`config.mk`:
```
export PLATFORM = sky130hd
export DESIGN_NAME = gcm_out_stream
export DESIGN_NICKNAME = d
export VERILOG_FILES = /design/src/rtl/gcm_pkg.sv /design/src/rtl/gcm_blk_fifo.sv /design/src/rtl/gcm_out_stream.sv
export SDC_FILE = /design/constraint.sdc
export NUM_CORES = 1
export LEC_CHECK = 0
export ABC_AREA = 1
export BUFFER_PORTS_ARGS = -buffer_cell sky130_fd_sc_hd__buf_2
export CAP_MARGIN = 20
export CORE_MARGIN = 4
export CORE_UTILIZATION = 40
export DETAILED_ROUTE_END_ITERATION = 8
export PLACE_DENSITY = 0.63
export SLEW_MARGIN = 25
export SYNTH_ARGS = -nofsm -noshare
export SYNTH_HDL_FRONTEND = slang
export SYNTH_SLANG_ARGS = --single-unit
```
`constraint.sdc`:
```
create_clock -name clk -period 17.9 [get_ports clk]
set_input_delay 0.895 -clock clk [delete_from_list [all_inputs] [get_ports clk]]
set_output_delay 0.895 -clock clk [all_outputs]
set_load 0.05 [all_outputs]
```
`src/rtl/gcm_pkg.sv`:
```
// Shared GCM output-path constants and the block FIFO entry type.
package gcm_pkg;

  localparam int unsigned GCM_BLK_BITS  = 128;
  localparam int unsigned OUT_BITS      = 32;
  localparam int unsigned WORDS_PER_BLK = GCM_BLK_BITS / OUT_BITS;

  typedef struct packed {
    logic                    last;
    logic [GCM_BLK_BITS-1:0] blk;
  } gcm_fifo_entry_t;

endpackage

```
`src/rtl/gcm_blk_fifo.sv`:
```
// Synchronous block FIFO; a push on a full FIFO is taken only when a pop frees the slot.
module gcm_blk_fifo
  import gcm_pkg::*;
#(
  parameter int unsigned DEPTH = 4
) (
  input  logic                   clk,
  input  logic                   reset,
  input  logic                   i_push,
  input  gcm_fifo_entry_t        i_wdata,
  input  logic                   i_pop,
  output gcm_fifo_entry_t        o_rdata,
  output logic                   o_full,
  output logic                   o_empty,
  output logic [$clog2(DEPTH):0] o_count
);

  localparam int unsigned PW = $clog2(DEPTH);
  localparam int unsigned CW = PW + 1;

  logic [PW-1:0]   r_wptr;
  logic [PW-1:0]   r_rptr;
  logic [CW-1:0]   r_count;
  gcm_fifo_entry_t r_mem [DEPTH];

  logic w_push;
  logic w_pop;

  assign o_full  = (r_count == CW'(DEPTH));
  assign o_empty = (r_count == '0);
  assign o_count = r_count;
  assign o_rdata = r_mem[r_rptr];

  assign w_pop  = i_pop && !o_empty;
  assign w_push = i_push && (!o_full || w_pop);

  // Pointers are power-of-two wide, so plain increment wraps modulo DEPTH.
  always_ff @(posedge clk) begin
    if (reset) begin
      r_wptr  <= '0;
      r_rptr  <= '0;
      r_count <= '0;
    end else begin
      if (w_push) r_wptr <= r_wptr + 1'b1;
      if (w_pop)  r_rptr <= r_rptr + 1'b1;
      case ({w_push, w_pop})
        2'b10:   r_count <= r_count + 1'b1;
        2'b01:   r_count <= r_count - 1'b1;
        default: r_count <= r_count;
      endcase
    end
  end

  always_ff @(posedge clk) begin
    if (!reset && w_push) r_mem[r_wptr] <= i_wdata;
  end

endmodule

```
`src/rtl/gcm_out_stream.sv`:
```
// Buffers 128-bit GCM output blocks and serialises them MS word first onto AXI4-Stream.
// Define GCM_OUT_BYTESWAP_EN to byte-reverse each output word for little-endian DMA.
module gcm_out_stream
#(
  parameter int unsigned FIFO_DEPTH = 4,
  parameter int unsigned OUT_BITS   = gcm_pkg::OUT_BITS
) (
  input  logic                            clk,
  input  logic                            reset,
  input  logic [gcm_pkg::GCM_BLK_BITS-1:0] gcm_out_blk,
  input  logic                            gcm_out_store_blk,
  input  logic                            gcm_out_last,
  output logic                            hold_off,
  output logic [OUT_BITS-1:0]             m_axis_tdata,
  output logic                            m_axis_tvalid,
  input  logic                            m_axis_tready,
  output logic                            m_axis_tlast,
  output logic                            overflow
);

  import gcm_pkg::*;

  localparam int unsigned CW = $clog2(FIFO_DEPTH) + 1;

  gcm_fifo_entry_t w_wdata;
  gcm_fifo_entry_t w_rdata;
  logic            w_full;
  logic            w_empty;
  logic [CW-1:0]   w_count;
  logic [CW-1:0]   w_free;
  logic            w_hs;
  logic            w_pop;
  logic [31:0]     w_word;

  logic [1:0] r_word_cnt;
  logic       r_overflow;

  assign w_wdata.last = gcm_out_last;
  assign w_wdata.blk  = gcm_out_blk;

  gcm_blk_fifo #(
    .DEPTH (FIFO_DEPTH)
  ) u_fifo (
    .clk     (clk),
    .reset   (reset),
    .i_push  (gcm_out_store_blk),
    .i_wdata (w_wdata),
    .i_pop   (w_pop),
    .o_rdata (w_rdata),
    .o_full  (w_full),
    .o_empty (w_empty),
    .o_count (w_count)
  );

  assign m_axis_tvalid = !w_empty;
  assign w_hs          = m_axis_tvalid && m_axis_tready;
  assign w_pop         = w_hs && (r_word_cnt == 2'd3);

  // Upstream has one cycle of strobe latency, so it must stop with a slot still spare.
  assign w_free   = CW'(FIFO_DEPTH) - w_count;
  assign hold_off = (w_free < CW'(2));

  always_comb begin
    w_word = '0;
    unique case (r_word_cnt)
      2'd0: w_word = w_rdata.blk[127:96];
      2'd1: w_word = w_rdata.blk[95:64];
      2'd2: w_word = w_rdata.blk[63:32];
      2'd3: w_word = w_rdata.blk[31:0];
    endcase
  end

`ifdef GCM_OUT_BYTESWAP_EN
  assign m_axis_tdata = {w_word[7:0], w_word[15:8], w_word[23:16], w_word[31:24]};
`else
  assign m_axis_tdata = w_word;
`endif

  assign m_axis_tlast = m_axis_tvalid && w_rdata.last && (r_word_cnt == 2'd3);
  assign overflow     = r_overflow;

  always_ff @(posedge clk) begin
    if (reset) begin
      r_word_cnt <= '0;
      r_overflow <= 1'b0;
    end else begin
      if (w_hs) r_word_cnt <= r_word_cnt + 1'b1;
      // A strobe is only dropped when full and no pop frees a slot this cycle.
      if (gcm_out_store_blk && w_full && !w_pop) r_overflow <= 1'b1;
    end
  end

endmodule

```
==> out/metrics.cfg <==
[sta]
hold_viol = 0
setup_viol = 0
fmax_ghz = 0.194
min_period_ns = 5.16
fin_worst_skew_ns = 0.0189
rsz0062_at_grt = no
final_max_slew_viol_count = 0
fin_setup_tns_ns = 0
worst_slew_pin_slew_ns = 1.03
max_slew_margin_pct = 31.2
fin_crit_sh_pct = 28.8

[route]
routedWlPerCell_um = 19.7
route.vias.total = 14600
via_per_inst = 4.95
ant_nets = 0
routed_wl_mm = 58.2
highest_layer = met5
drtIter0Drc = 1526
drt-met1-wl_mm = 24.0
first_pass_iters = 5
route.met3.wl_mm = 4.43
route.met2.wl_mm = 27.9
post-route-drc-count = 0

[floorplanning]
dieArea_um2 = 59400
initial_utilization_pct = 40.3
coreArea_um2 = 55100
pin_count = 169
die_x_um = 244
rows = 86
die_h_um = 244

[hold_path]
holdCritPathClass = reg -> reg

[critical_path]
end_kind = output pin
crit_chain = buf_4 -> buf_4 -> nand2_1 -> nand3_1 -> nand2_1 -> nand2_1 -> nand2_1 -> nor2_1 -> nor2_1 -> buf_2
cp.buffers_inverters = 3
cp.required_ns = 17.01
start_kind = flip-flop
crit_path_frequent_cell = nand2_1
rrSetupSlack_ns = 14.14
crit_family = buffers and inverters
cp.arrival_ns = 4.27
critPathKind = reg -> out
critPathMaxFanout = 91
slowest_stage = buf_4
critPathMaxStageDelay_ns = 0.79

[cts]
worstSkewPairLatency_ns = 0.60
clock_path_buffers = 3
htreeDepth = 2
root_buffer = clkbuf_16
cts_num_sinks = 528
cts_buffers = 54
post_cts_buffers = 0
cts_tree = built
path_clk_slew_ns = 0.06
cts_resized = 0
cts_hold_buf = 0

[final_layout]
fill_cells = 5049
multi_input_area_um2 = 4830
drive_above_1_share_pct = 12.1
nNetsFinal = 2305
final-seq-area_um2 = 15700
synthToLayoutAreaGrowth_pct = 13.7

[outcome]
status = complete, no violations

[synthesis]
avgSynthCellArea_um2 = 11.0
yosysWarnings = 0
syn_nets = 2166
post-synth-top-area-cell = edfxtp_1
seq_area_frac_synth_pct = 70.8
synth_cell_types = 26
synth_top_area_share_pct = 69.7
ys_ff_latch = 528
synthTopCellsByArea = edfxtp_1, nand2_1, nand3_1, inv_1, nor2_1
netlist_instances = 2021
syn-cell-area_um2 = 22200

[placed_design]
io_buffers = 168
place.gp.congestion = 0.779
hpwl_mm = 35.4

[global_routing]
grtUsageTotal_pct = 19.3
grt_max_degree = 157
first_global_vias = 14300
grt_pass1_wl_mm = 87.8
grt.overflow.total = 0
antenna_found_initial = 32

[pwr]
ir_drop_mv = 0.0831
p_leak_nw = 10.3
p_per_area_nw_per_um2 = 108
total_power_mw = 2.72

[run]
maxCapViolCount = 0

-- final cells by class --
class / count / share of cell area, %
flip-flops and latches: 528 / 62.3
multi-input cells: 1115 / 19.1
clock buffers: 72 / 5.87
inverters: 277 / 4.15
repair buffers: 184 / 3.92
well taps: 748 / 3.70
clock inverters: 26 / 0.847
diodes: 10 / 0.0990
-- power breakdown --
part	total (mW)	switching (mW)	internal (mW)
clock network	1.08	0.451	0.634
logic	0.230	0.179	0.0518
registers	1.40	0.00784	1.39
total	2.72	0.637	2.08
-- Yosys cell counts --
| library cell | count |
|---|---|
| o21ai_0 | 49 |
| o21ai_1 | 20 |
| buf_8 | 1 |
| a21oi_1 | 10 |
| a31oi_1 | 1 |
| nand2_1 | 588 |
| nand3_2 | 1 |
| nand3_1 | 229 |
| a221oi_1 | 1 |
| clkbuf_1 | 12 |
| buf_2 | 43 |
| o22ai_1 | 32 |
| inv_2 | 2 |
| ha_1 | 11 |
| inv_1 | 274 |
| nor2_1 | 169 |
| nand4_1 | 1 |
| buf_1 | 7 |
| fa_1 | 1 |
| xor2_1 | 1 |
| nor3b_1 | 1 |
| edfxtp_1 | 516 |
| buf_6 | 18 |
| inv_4 | 1 |
| buf_4 | 20 |
| dfxtp_1 | 12 |
-- metrics by stage --
| stage | hold WS [ns] | instances | area, um2 | setup slack (ns) | utilization [%] |
|---|---|---|---|---|---|
| 2_1_floorplan | 0.444 | 2021 | 22200 | 10.37 | - |
| 3_3_place_gp | 0.449 | 2852 | 23500 | 13.48 | 42.7 |
| 3_5_place_dp | 0.469 | 2852 | 23500 | 13.44 | 42.7 |
| 4_1_cts | 0.479 | 2950 | 25200 | 12.80 | 45.8 |
| 5_1_grt | 0.495 | 2956 | 25300 | 12.54 | 45.8 |
| 6_report | 0.474 | 2960 | 25300 | 12.74 | 45.9 |
-- worst paths after layout --
kind / start / endpoint / cells after the start
worst min-delay path: u_fifo.r_rptr[0]$_SDFFE_PP0N_ / u_fifo.r_rptr[0]$_SDFFE_PP0N_ / 1
worst min register to register: u_fifo.r_rptr[0]$_SDFFE_PP0N_ / u_fifo.r_rptr[0]$_SDFFE_PP0N_ / 1
worst max-delay path: flip-flop / m_axis_tdata[10] / 10
worst max register to register: r_word_cnt[1]$_SDFFE_PP0N_ / u_fifo.r_mem[0][39]$_DFFE_PP_ / 6
-- cell families (layout without fill, tap and decap cells) --
kind of cell / Yosys count / in the layout / share of synthesized area, %
AOI/OAI and AO/OA: 113 / 113 / 2.75
xor gates and xnor gates: 1 / 1 / 0.0394
adders and majority gates: 12 / 12 / 0.709
buffers and inverters: 378 / 559 / 7.64
DFF: 528 / 528 / 70.8
other: 0 / 10 / 0
and+or+nand+nor: 989 / 989 / 18.1
-- state kept, by name (all words and copies together), names as in the netlist, named ones only --
| register | cells |
|---|---|
| u_fifo.o_count | 3 |
| u_fifo.r_wptr | 2 |
| u_fifo.r_mem | 516 |
| u_fifo.r_rptr | 2 |
| r_word_cnt | 2 |
| overflow | 1 |
-- placed cells by master, fill, tap and decap left out, types with 13 or more instances in the layout --
master     count
nand2_1      588
edfxtp_1     516
inv_1        274
nand3_1      229
buf_2        168
nor2_1       165
clkbuf_16     57
o21ai_0       49
o22ai_1       32
o21ai_1       20
clkbuf_1      15
clkinv_1      13
buf_4         13
-- layer usage --
| metal | up-vias | GRT usage, % |
|---|---|---|
| met5 | - | 0 |
| met4 | 22 | 6.03 |
| met3 | 120 | 4.69 |
| met2 | 455 | 32.2 |
| met1 | 7088 | 25.2 |
| li1 | 6959 | - |
(Power assumes the default switching activity.)
